**src/rtl/dac_out_fmt_pkg.sv**
```systemverilog
`default_nettype none
// ============================================================================
// Module      : dac_out_fmt_pkg
// Description : Shared types and helpers for the DAC output formatter and
//               its lock-qualified reset sequencer.
//               - seq_state_e   : sequencer state encoding
//               - clog2()       : counter width helper
//               - HOLD_IDLE_BIT : bit value loaded into forced-idle hold regs
// Revision    : 1.0 - initial release
// ============================================================================
package dac_out_fmt_pkg;

  typedef enum logic [1:0] {
    SEQ_WAIT_LOCK = 2'd0,
    SEQ_COUNT     = 2'd1,
    SEQ_RUN       = 2'd2
  } seq_state_e;

  // Hold registers are cleared to this bit; the pin-level idle code is this
  // value passed through the output map (all-ones when inverting).
  localparam logic HOLD_IDLE_BIT = 1'b0;

  // Minimum width able to hold values 0 .. value-1 (at least 1 bit).
  function automatic int clog2(input int value);
    int w;
    w = 1;
    while ((1 << w) < value) w++;
    return w;
  endfunction

endpackage
`default_nettype wire

```
**src/rtl/dac_lock_seq.sv**
```systemverilog
`default_nettype none
// ============================================================================
// Module      : dac_lock_seq
// Description : Lock-qualified reset sequencer. Releases the converter reset
//               once the PLL has been locked for LOCK_CYCLES consecutive
//               cycles; any lock loss re-asserts reset on the next edge.
// Ports       : clk_i     - clock
//               rstn_i    - asynchronous active-low reset
//               locked_i  - PLL lock, synchronous to clk_i
//               rst_o     - converter reset, active high (registered)
//               ready_o   - high while in RUN (registered)
// Revision    : 1.0 - initial release
// ============================================================================
module dac_lock_seq
  import dac_out_fmt_pkg::*;
#(
  parameter int LOCK_CYCLES = 256
) (
  input  logic clk_i,
  input  logic rstn_i,
  input  logic locked_i,
  output logic rst_o,
  output logic ready_o
);

  localparam int CNT_W = clog2(LOCK_CYCLES);

  seq_state_e       state_q, state_d;
  logic [CNT_W-1:0] cnt_q, cnt_d;
  logic             rst_q, rst_d;
  logic             ready_q, ready_d;

  // The cycle that leaves WAIT_LOCK counts as the first locked cycle (cnt=0),
  // so RUN is entered after exactly LOCK_CYCLES consecutive locked cycles.
  always_comb begin
    state_d = state_q;
    cnt_d   = cnt_q;
    unique case (state_q)
      SEQ_WAIT_LOCK: begin
        cnt_d = '0;
        if (locked_i) state_d = SEQ_COUNT;
      end
      SEQ_COUNT: begin
        if (!locked_i) begin
          state_d = SEQ_WAIT_LOCK;
          cnt_d   = '0;
        end else begin
          cnt_d = cnt_q + 1'b1;
          if (cnt_q == CNT_W'(LOCK_CYCLES - 2)) state_d = SEQ_RUN;
        end
      end
      SEQ_RUN: begin
        if (!locked_i) begin
          state_d = SEQ_WAIT_LOCK;
          cnt_d   = '0;
        end
      end
      default: begin
        state_d = SEQ_WAIT_LOCK;
        cnt_d   = '0;
      end
    endcase
    // Outputs follow the next state so they are registered alongside it.
    rst_d   = (state_d != SEQ_RUN);
    ready_d = (state_d == SEQ_RUN);
  end

  always_ff @(posedge clk_i or negedge rstn_i) begin
    if (!rstn_i) begin
      state_q <= SEQ_WAIT_LOCK;
      cnt_q   <= '0;
      rst_q   <= 1'b1;
      ready_q <= 1'b0;
    end else begin
      state_q <= state_d;
      cnt_q   <= cnt_d;
      rst_q   <= rst_d;
      ready_q <= ready_d;
    end
  end

  assign rst_o   = rst_q;
  assign ready_o = ready_q;

endmodule
`default_nettype wire

```
**src/rtl/dac_out_fmt.sv**
```systemverilog
`default_nettype none
// ============================================================================
// Module      : dac_out_fmt
// Description : Parametrised DAC output formatter. Holds NB_CH samples with
//               per-channel load and force-idle, maps them to the DAC pins
//               (optional channel reversal / bit inversion), sequences the
//               DAC reset on PLL lock and flags channels not reloaded within
//               HOLD_TIMEOUT cycles.
// Config      : `define DAC_TEST_PATTERN_EN adds tp_en_i and a ramp test
//               pattern generator that overrides the sample loads.
// Ports       : dac_clk_i, dac_rstn_i  - clock, async active-low reset
//               dac_locked_i           - PLL lock
//               dac_dat_i              - samples, ch k at [k*DATA_WIDTH +:]
//               dac_dat_en_i           - per-channel load strobe
//               dac_dat_rst_i          - per-channel force idle
//               stale_clr_i            - clear all stale flags
//               tp_en_i                - test pattern enable (optional)
//               dac_dat_o              - formatted DAC words
//               dac_rst_o, dac_ready_o - DAC reset / sequencer in RUN
//               dac_stale_o            - sticky per-channel stale flags
// Revision    : 1.0 - initial release
// ============================================================================
module dac_out_fmt
  import dac_out_fmt_pkg::*;
#(
  parameter int NB_CH        = 2,
  parameter int DATA_WIDTH   = 14,
  parameter int INVERT_OUT   = 1,
  parameter int CH_REVERSE   = 1,
  parameter int LOCK_CYCLES  = 256,
  parameter int HOLD_TIMEOUT = 0
) (
  input  logic                        dac_clk_i,
  input  logic                        dac_rstn_i,
  input  logic                        dac_locked_i,
  input  logic [NB_CH*DATA_WIDTH-1:0] dac_dat_i,
  input  logic [NB_CH-1:0]            dac_dat_en_i,
  input  logic [NB_CH-1:0]            dac_dat_rst_i,
  input  logic                        stale_clr_i,
`ifdef DAC_TEST_PATTERN_EN
  input  logic                        tp_en_i,
`endif
  output logic [NB_CH*DATA_WIDTH-1:0] dac_dat_o,
  output logic                        dac_rst_o,
  output logic                        dac_ready_o,
  output logic [NB_CH-1:0]            dac_stale_o
);

  localparam logic [DATA_WIDTH-1:0] HOLD_IDLE = {DATA_WIDTH{HOLD_IDLE_BIT}};
  localparam logic [DATA_WIDTH-1:0] IDLE_CODE =
    (INVERT_OUT != 0) ? ~HOLD_IDLE : HOLD_IDLE;

  logic run;
  logic seq_rst;

  dac_lock_seq #(
    .LOCK_CYCLES (LOCK_CYCLES)
  ) u_lock_seq (
    .clk_i    (dac_clk_i),
    .rstn_i   (dac_rstn_i),
    .locked_i (dac_locked_i),
    .rst_o    (seq_rst),
    .ready_o  (run)
  );

  assign dac_rst_o   = seq_rst;
  assign dac_ready_o = run;

`ifdef DAC_TEST_PATTERN_EN
  logic                  tp_active;
  logic [DATA_WIDTH-1:0] ramp_q, ramp_d;

  assign tp_active = tp_en_i & run;
  assign ramp_d    = run ? ramp_q + 1'b1 : ramp_q;

  always_ff @(posedge dac_clk_i or negedge dac_rstn_i) begin
    if (!dac_rstn_i) ramp_q <= '0;
    else             ramp_q <= ramp_d;
  end
`endif

  logic [DATA_WIDTH-1:0]       hold_q [NB_CH];
  logic [DATA_WIDTH-1:0]       hold_d [NB_CH];
  logic [NB_CH*DATA_WIDTH-1:0] out_q, out_d;

  // Force-idle (explicit or sequencer not in RUN) beats any load.
  always_comb begin
    for (int k = 0; k < NB_CH; k++) begin
      hold_d[k] = hold_q[k];
      if (dac_dat_rst_i[k] || !run) begin
        hold_d[k] = HOLD_IDLE;
      end
`ifdef DAC_TEST_PATTERN_EN
      else if (tp_active) begin
        hold_d[k] = ramp_q + DATA_WIDTH'(k);
      end
`endif
      else if (dac_dat_en_i[k]) begin
        hold_d[k] = dac_dat_i[k*DATA_WIDTH +: DATA_WIDTH];
      end
    end
  end

  always_comb begin
    out_d = '0;
    for (int k = 0; k < NB_CH; k++) begin
      if (INVERT_OUT != 0) begin
        out_d[k*DATA_WIDTH +: DATA_WIDTH] =
          ~hold_q[(CH_REVERSE != 0) ? (NB_CH - 1 - k) : k];
      end else begin
        out_d[k*DATA_WIDTH +: DATA_WIDTH] =
          hold_q[(CH_REVERSE != 0) ? (NB_CH - 1 - k) : k];
      end
    end
  end

  always_ff @(posedge dac_clk_i or negedge dac_rstn_i) begin
    if (!dac_rstn_i) begin
      for (int k = 0; k < NB_CH; k++) hold_q[k] <= HOLD_IDLE;
      out_q <= {NB_CH{IDLE_CODE}};
    end else begin
      for (int k = 0; k < NB_CH; k++) hold_q[k] <= hold_d[k];
      out_q <= out_d;
    end
  end

  assign dac_dat_o = out_q;

  generate
    if (HOLD_TIMEOUT > 0) begin : g_stale
      localparam int SCNT_W = clog2(HOLD_TIMEOUT + 1);

      logic [NB_CH-1:0]  load;
      logic [SCNT_W-1:0] scnt_q [NB_CH];
      logic [SCNT_W-1:0] scnt_d [NB_CH];
      logic [NB_CH-1:0]  stale_q, stale_d;

`ifdef DAC_TEST_PATTERN_EN
      assign load = dac_dat_en_i | {NB_CH{tp_active}};
`else
      assign load = dac_dat_en_i;
`endif

      // The flag is set only on the cycle the counter reaches the timeout,
      // so a clear after saturation sticks until the channel re-expires.
      always_comb begin
        stale_d = stale_q & ~{NB_CH{stale_clr_i}};
        for (int k = 0; k < NB_CH; k++) begin
          scnt_d[k] = scnt_q[k];
          if (!run || load[k] || dac_dat_rst_i[k]) begin
            scnt_d[k] = '0;
          end else if (scnt_q[k] != SCNT_W'(HOLD_TIMEOUT)) begin
            scnt_d[k] = scnt_q[k] + 1'b1;
            if (scnt_q[k] == SCNT_W'(HOLD_TIMEOUT - 1)) stale_d[k] = 1'b1;
          end
        end
      end

      always_ff @(posedge dac_clk_i or negedge dac_rstn_i) begin
        if (!dac_rstn_i) begin
          for (int k = 0; k < NB_CH; k++) scnt_q[k] <= '0;
          stale_q <= '0;
        end else begin
          for (int k = 0; k < NB_CH; k++) scnt_q[k] <= scnt_d[k];
          stale_q <= stale_d;
        end
      end

      assign dac_stale_o = stale_q;
    end else begin : g_no_stale
      logic unused_stale_clr;
      assign unused_stale_clr = stale_clr_i;
      assign dac_stale_o      = '0;
    end
  endgenerate

endmodule
`default_nettype wire

```
**config.mk**
```make
export PLATFORM = sky130hd
export DESIGN_NAME = dac_out_fmt
export DESIGN_NICKNAME = d
export VERILOG_FILES = /design/src/rtl/dac_out_fmt_pkg.sv /design/src/rtl/dac_lock_seq.sv /design/src/rtl/dac_out_fmt.sv
export SDC_FILE = /design/constraint.sdc
export NUM_CORES = 1
export LEC_CHECK = 0
export CAP_MARGIN = 20
export CORE_UTILIZATION = 48
export CTS_CLUSTER_DIAMETER = 150
export DETAILED_ROUTE_END_ITERATION = 10
export PLACE_DENSITY = 0.79
export SYNTH_ARGS = -nofsm -noshare
export SYNTH_HDL_FRONTEND = slang
export SYNTH_SLANG_ARGS = --single-unit
```
**constraint.sdc**
```tcl
create_clock -name dac_clk_i -period 1.43 [get_ports dac_clk_i]
set_input_delay 0.3575 -clock dac_clk_i [delete_from_list [all_inputs] [get_ports dac_clk_i]]
set_output_delay 0.3575 -clock dac_clk_i [all_outputs]
set_load 0.01 [all_outputs]
```
==> results.cfg, run 1 <==
[critical_path]
ff2ff_path_depth = 4
crit_family = flip-flops
endpoint_kind = output port
critPathLaunchType = flop
cp.depth = 1
slowest_stage = dfrtp_1
critical_path.cell_chain = dlygate4sd2_1
critPathRequiredTime_ns = 1.07
slowest_delay_ns = 0.39
path_buf_inv = 1
critical_path_class = reg -> out
crit_fanout = 3
crit_arrival_ns = 1.00

[outcome]
run_status = completed

[logic_synthesis]
synth.distinct_cells = 28
ys_ff_latch = 68
synthFlopType = dfrtp_1
syn_area_um2 = 2602
synth-async-reset-ratio_pct = 100.0
synth_area_leader_cell = dfrtp_1
synth_top_area_share_pct = 37.50
avgSynthCellArea_um2 = 12.22
ys_seq_area_share_pct = 66.78
synthCells = 213
synth_most_common_cell = dfrtp_1
synth_common_cells = dfrtp_1 (39), inv_1 (32), dfstp_2 (29), nor2_1 (29), mux2i_1 (28)
synth_edf_count = 0
ys_warn_count = 0
ys_top_cells_by_area = dfrtp_1 (38%), dfstp_2 (29%), mux2i_1 (11%), inv_1 (4.6%), nor2_1 (4.2%)

[global_route]
grt_first_pass_wirelength_um = 7355
grt_usage_pct = 18.15
grt_overflow = 0
first_global_vias = 1617
grt_start_max_net_pins = 46
antenna_found_initial = 0

[finish]
syn_to_final_growth_pct = 33.75
fill_cells = 384
antennaDiodeCount = 0
nNetsFinal = 328
drive_gt1_share_pct = 30.51

[drt]
wl_per_cell_um = 13.05
drtIter0Drc = 68
firstDrtPassIters = 4
vias_per_cell = 4.721
drc = 0
routed_wl_um = 4763
vias = 1723
final_antenna_net_count = 0

[sta]
hold_viol_final = 0
worst_slack_ns = 0.07217
max_freq_mhz = 736.5
fin_crit_sh_pct = 94.95
tns_ns = 0
skew_ns = 0.01152
drv_slew = 0
setup_viol = 0
post-route-min-period_ns = 1.358
rsz0062_at_grt = false

[cts]
cts_made_buffers = 9
clock_latency_ns = 0.33
cts-root-buf = clkbuf_8
numClockSinks = 68
cts_setup_buffers = 0
cts_tree = yes
htree_levels = 3
clkTransAtPathRegs_ns = 0.08
cts_buffer_depth = 2

[worst_hold_path]
min_path_cells = 1
hold_path_class = reg -> reg

[placed_design]
dp_hpwl_um = 3247
pre_cts_ws_ns = -0.3114
port_buffers = 64
place.gp.congestion = 0.8992

[die]
fp.dieH_um = 75.64
dieArea_um2 = 5721
coreArea_um2 = 5172
core.rowCount = 26
num_io_pins = 68
start_util_pct = 50.31
die_w_um = 75.64

[power_and_ir_drop]
power.leakage_nw = 1.542
peakVddDrop_mv = 0.6300
p_per_area_nw_per_um2 = 1054

[run]
drv_cap = 0
==> cell usage in the layout (no fill, tap or decap), types with 3 or more instances in the layout <==
cell / synthesis / layout
inv_1: 32 / 32
dfstp_2: 29 / 29
dfrtp_1: 39 / 37
buf_2: 4 / 29
nand2_1: 7 / 7
a21oi_1: 3 / 3
o211ai_1: 3 / 3
nor2_1: 29 / 29
clkbuf_8: 0 / 9
o21ai_0: 5 / 5
mux2i_1: 28 / 28
or4_1: 3 / 3
clkinv_2: 0 / 3
clkdlybuf4s50_1: 0 / 32
buf_12: 0 / 6
buf_4: 2 / 4
nand3_1: 8 / 7
==> per-layer routing <==
layer	global-route usage, %	share of wire [%]
met1	22.76	44
met2	28.77	49
met3	5.423	5.4
met4	9.259	1.7
met5	0	0
==> sequential cells by signal, summed over array words and instances, names as in the netlist <==
signal,cells
u_lock_seq.state_q,2
u_lock_seq.ready_o,1
u_lock_seq.rst_o,1
dac_dat_o,28
hold_q,28
u_lock_seq.cnt_q,8
==> cells by family after synthesis <==
kind of cell | count (synthesis) | synth area share, %
DFF | 68 | 66.78
and+or+nand+nor | 58 | 11.25
buffers and inverters | 42 | 6.827
muxes | 28 | 10.77
AOI/OAI and AO/OA | 14 | 3.269
adders and majority gates | 2 | 0.9614
other | 1 | 0.1441
==> report_power, final <==
group          internal, W  switching (W)
combinational     0.000146      0.0000994
sequential         0.00193     0.00000689
clock             0.000801       0.000684
==> worst paths after layout <==
| check | start | to | slack [ns] |
|---|---|---|---|
| worst min-delay path | hold_q[20] | dac_dat_o[20] | 0.37 |
| worst max register to register | u_lock_seq.cnt_q[0] | u_lock_seq.cnt_q[6] | 0.12 |
| min in group asynchronous | dac_rstn_i | hold_q[4] | 0.55 |
| max in group asynchronous | dac_rstn_i | dac_dat_o[11] | 0.57 |
| worst max-delay path | u_lock_seq.ready_o | dac_ready_o | 0.07 |
| worst min register to register | hold_q[20] | dac_dat_o[20] | 0.37 |
==> per-stage QoR <==
| stage | utilization, % | cells | instance area, um^2 | hold slack, ns | total power, W |
|---|---|---|---|---|---|
| 2_1_floorplan | - | 214 | 2606 | 0.06191 | 0.002052 |
| 3_3_place_gp | 66.16 | 348 | 3422 | 0.3512 | 0.002215 |
| 3_5_place_dp | 66.16 | 348 | 3422 | 0.3577 | 0.002218 |
| 4_1_cts | 68.41 | 365 | 3538 | 0.3761 | 0.003708 |
| 5_1_grt | 67.30 | 365 | 3481 | 0.3862 | 0.003812 |
| 6_report | 67.30 | 365 | 3481 | 0.3739 | 0.003668 |
==> area by class of cell <==
class,count,area (um^2),area share (%)
Clock buffer,11,131.4,3.774
Clock inverter,5,53.80,1.546
Inverter,32,120.1,3.451
Multi-Input combinational cell,104,695.7,19.99
Sequential cell,68,1740,50.00
Tap cell,70,87.58,2.516
Timing Repair Buffer,75,651.9,18.73
==> what timing repair did <==
| action | in CTS | in global routing |
|---|---|---|
| setup endpoints to repair | 30 | 14 |
| hold buffers | 1 | 0 |
| resized for setup | 105 | 15 |
| hold endpoints to repair | 3 | 0 |
(Power assumes the default switching activity.)
==> run 2: changes to the inputs <==
Settings changed: CTS_CLUSTER_DIAMETER 150 to unset.
==> results of run 2 <==
Final layout, timing and power as in run 1 (identical DEF).
==> run 3: changes to the inputs <==
Settings changed: MAX_ROUTING_LAYER set to met4, RECOVER_POWER set to 25.
==> results.cfg, run 3 (synthesis gave the netlist of run 1 again) <==
[finish]
antennaDiodeCount = 0
syn_to_final_growth_pct = 33.12
final_util_pct = 66.98
fin_cells = 365
final_cell_mix = dfrtp_1 (37), inv_1 (32), clkdlybuf4s50_1 (32)
drive_gt1_share_pct = 30.17
nNetsFinal = 328
layout_commonest_cell = dfrtp_1

[global_route]
grt_first_pass_wirelength_um = 7355
first_global_vias = 1616
antenna_found_initial = 0
grt_overflow = 0
grt_usage_pct = 18.73
grt_start_max_net_pins = 46

[placed_design]
dp_hpwl_um = 3247
pre_cts_ws_ns = -0.3114
port_buffers = 64
dp_cells = 348
place.gp.congestion = 0.9145

[power_and_ir_drop]
power.leakage_nw = 1.534
p_per_area_nw_per_um2 = 1055
intPower_w = 0.002873
p_total_w = 0.003655
switching_power_w = 0.0007816
pwr-share-seq_pct = 53.0
p_clk_share_pct = 40.4
p_comb_share_pct = 6.5
peakVddDrop_mv = 0.6297
p_sw_share_pct = 21.39

[critical_path]
crit_arrival_ns = 1.00
slowest_stage = dfrtp_1
critical_path_class = reg -> out
path_buf_inv = 1
critPathLaunchType = flop
slowest_delay_ns = 0.39
critical_path.cell_chain = dlygate4sd2_1
endpoint_kind = output port
crit_fanout = 3
critPathRequiredTime_ns = 1.07
crit_family = flip-flops

[sta]
tns_ns = 0
setup_viol = 0
tightest_slew_ns = 0.5677
post-route-min-period_ns = 1.353
max_freq_mhz = 738.9
skew_ns = 0.01187
maxSlewHeadroom_pct = 62.15
worst_slack_ns = 0.07669
rsz0062_at_grt = false
fin_crit_sh_pct = 94.64
drv_slew = 0
hold_viol_final = 0

[die]
die_w_um = 75.64
dieArea_um2 = 5721
core.rowCount = 26
num_io_pins = 68
coreArea_um2 = 5172
fp.dieH_um = 75.64
start_util_pct = 50.31

[drt]
firstDrtPassIters = 4
drc = 0
vias_per_cell = 4.693
routed_wl_um = 4719
top_layer_used = met4
drtIter0Drc = 72
wl_per_cell_um = 12.93
met3_length_um = 220
wl_met2_um = 2361
final_antenna_net_count = 0
drt-met1-wl_um = 2084
vias = 1713

[cts]
clkTransAtPathRegs_ns = 0.08
cts_made_buffers = 9
cts-root-buf = clkbuf_8
clock_latency_ns = 0.33
cts_tree = yes
cts_setup_buffers = 0
htree_levels = 3
cts_buffer_depth = 2
numClockSinks = 68

[run]
drv_cap = 0

[outcome]
run_status = completed

[worst_hold_path]
hold_path_class = reg -> reg
run 3: changes by cell type in the layout (fill, tap and decap cells not counted), sizes merged:
| cell | change |
|---|---|
| buf | -2 |
| clkbuf | +2 |
run 3: layout make-up:
cell class,count,area [um^2]
Timing Repair Buffer,75,635.6
Fill cell,387,1708
Sequential cell,68,1740
Inverter,32,120.1
Clock buffer,11,131.4
Multi-Input combinational cell,104,695.7
Clock inverter,5,53.80
Tap cell,70,87.58
run 3: power by group through the flow:
stage / Combinational, W / Sequential (W) / Clock [W]
floorplan: 0.0000821 / 0.00197 / 0
global placement: 0.000244 / 0.00197 / 0
detailed placement: 0.000247 / 0.00197 / 0
CTS: 0.000250 / 0.00194 / 0.00152
global route: 0.000261 / 0.00194 / 0.00161
finish: 0.000238 / 0.00194 / 0.00148
run 3: through the flow:
stage / hold slack, ns / area (um^2)
detailed placement: 0.3577 / 3422
CTS: 0.3761 / 3538
global placement: 0.3512 / 3422
floorplan: 0.06191 / 2606
global route: 0.3862 / 3465
finish: 0.3725 / 3465
run 3: repair_timing:
action                                  CTS  global route
hold buffers                              1             0
resized for setup                       105            15
endpoints found under the hold margin     3             0
endpoints found under the setup margin   30            14
run 3: path summary, 6_finish.rpt:
path                                     startpoint                  end  slack [ns]  depth (start not counted)
worst max-delay path             u_lock_seq.ready_o          dac_ready_o        0.08                          1
worst min-delay path                     hold_q[20]        dac_dat_o[20]        0.37                          1
worst max register to register  u_lock_seq.cnt_q[0]  u_lock_seq.cnt_q[6]        0.12                          4
worst min register to register           hold_q[20]        dac_dat_o[20]        0.37                          1
max in group asynchronous                dac_rstn_i  u_lock_seq.cnt_q[0]        0.25                          3
min in group asynchronous                dac_rstn_i            hold_q[8]        0.62                          3
run 3: routing by layer:
| layer | GRT usage [%] | up-vias |
|---|---|---|
| met5 | - | - |
| met4 | 7.407 | 0 |
| met3 | 6.614 | 4 |
| met2 | 28.57 | 43 |
| met1 | 22.94 | 833 |
| li1 | - | 833 |
==> edit, RTL diff (flow settings as in run 2) <==
The parameter `HOLD_TIMEOUT` goes from 0 to 1.
--- a/src/rtl/dac_out_fmt.sv
+++ b/src/rtl/dac_out_fmt.sv
@@ -28,7 +28,7 @@
   parameter int INVERT_OUT   = 1,
   parameter int CH_REVERSE   = 1,
   parameter int LOCK_CYCLES  = 256,
-  parameter int HOLD_TIMEOUT = 0
+  parameter int HOLD_TIMEOUT = 1
 ) (
   input  logic                        dac_clk_i,
   input  logic                        dac_rstn_i,
Formal check against the unedited RTL: same outputs for any inputs over 10 cycles, from zero or initial values and one cycle with dac_rstn_i low; that may be too few to reach the edited logic, so the function may still have changed.
==> edit against run 2 <==
Cell area up 7.6%. Count of clock-buffer cells in the layout down 2. Combinational power up 4%. Synthesized cell count up 4.2%. Sequential cell count up 4. Global-route usage up 1.4 points. Non-clock buffer count up 8. Wire length up 10%. Total power up 18%. Sequential share of layout area down 0.92 points. Area after synthesis up 4.8%. Setup slack worse by 0.024 ns.
==> edit: results (changes against run 2) <==
stage,metric,value,unit,change
status,status,"complete, no violations",,
pwr,pwr-share-clk,46.9,%,+6.4 points
layout,drive_above_1_share,30.2,%,-0.28 points
synth,ys_seq_area_share,67.4,%,+0.61 points
synth,synthTopCellsByCount,"43 x dfrtp_1, 32 x inv_1, 32 x nor2_1",,
detailed_routing,dr_wl_met2,2.64,mm,+14%
cts,cts_resized,118,,+12%
synth,synthAdderAreaFrac,0.917,%,-0.044 points
setup_path,worst-setup-path-type,reg2reg,,
min_path,whs_endpoint,dac_dat_o[15],,
synth,synth.distinct_cells,32,,+14%
layout,fillers,404,,+5.2%
pwr,powerSeq,0.00205,W,+6%
setup_path,path_delay_family,simple AND/OR/NAND/NOR gates,,
timing,hold_ws,0.376,ns,+0.00178 ns
synth,synth_mux_area_share,10.6,%,-0.13 points
detailed_routing,routed_wl,5.26,mm,+10%
setup_path,crit_path_end,u_lock_seq.cnt_q[6],,
global_route,grt_pass1_vias,1845,,+14%
setup_path,r2r_slack,0.05,ns,-0.07 ns
setup_path,crit_slowest_cell,dfrtp_1,,
pwr,peakVddDrop,930,uV,+48%
pwr,leakagePower,1.62,nW,+5.4%
placement,gp_congestion,0.844,,-6.2%
min_path,min_from,hold_q[15],,
placement,post-place-ws,-0.0289,ns,+0.283 ns
pwr,p_comb_share,5.9,%,-0.8 points
global_route,use_met3,3.88,%,-1.5 points
global_route,grt_pass1_wl,8.71,mm,+18%
setup_path,arrival,1.64,ns,+0.64 ns
placement,portBuffers,67,,+4.7%
detailed_routing,vias,1884,,+9.3%
global_route,use_met2,31.6,%,+2.8 points
setup_path,worstPathMaxFanout,5,,+2
setup_path,cpPeakStageDelay,0.42,ns,+0.03 ns
timing,worst_clock_skew,0.00374,ns,-0.00777 ns
timing,period_share,96.6,%,+1.7 points
global_route,globalRouteTotalUtil,19.5,%,+1.4 points
synth,synth_area_leaders,"dfrtp_1 39%, dfstp_2 28%, mux2i_1 11%",,
pwr,switchingPower,0.000831,W,+5.2%
global_route,grt_max_degree,28,,-39%
detailed_routing,met3_length,283,um,+10%
synth,synth_compound_area_share,4.27,%,+1.0 points
layout,nets,345,,+5.2%
[edit: cell types whose count changed in the layout (fill, tap and decap cells not counted), sizes merged, moves of 3 or more]
cell    before  now
buf         39   45
bufinv       1    4
clkbuf      12    9
dfrtp       39   43
nand3        8    5
nor2        29   32
[edit: area by class of cell]
| class | instances | area [um^2] | area share, % |
|---|---|---|---|
| well taps | 72 | 90.1 | 2.41 |
| repair buffers | 83 | 703 | 18.8 |
| clock buffers | 9 | 124 | 3.31 |
| clock inverters | 6 | 133 | 3.54 |
| inverters | 33 | 124 | 3.31 |
| flip-flops and latches | 72 | 1840 | 49.1 |
| multi-input cells | 108 | 733 | 19.6 |
[edit: per-stage QoR]
step                instances  area (um^2)
global route              383         3740
finish                    383         3740
detailed placement        366         3610
global placement          366         3610
CTS                       382         3730
floorplan                 222         2730
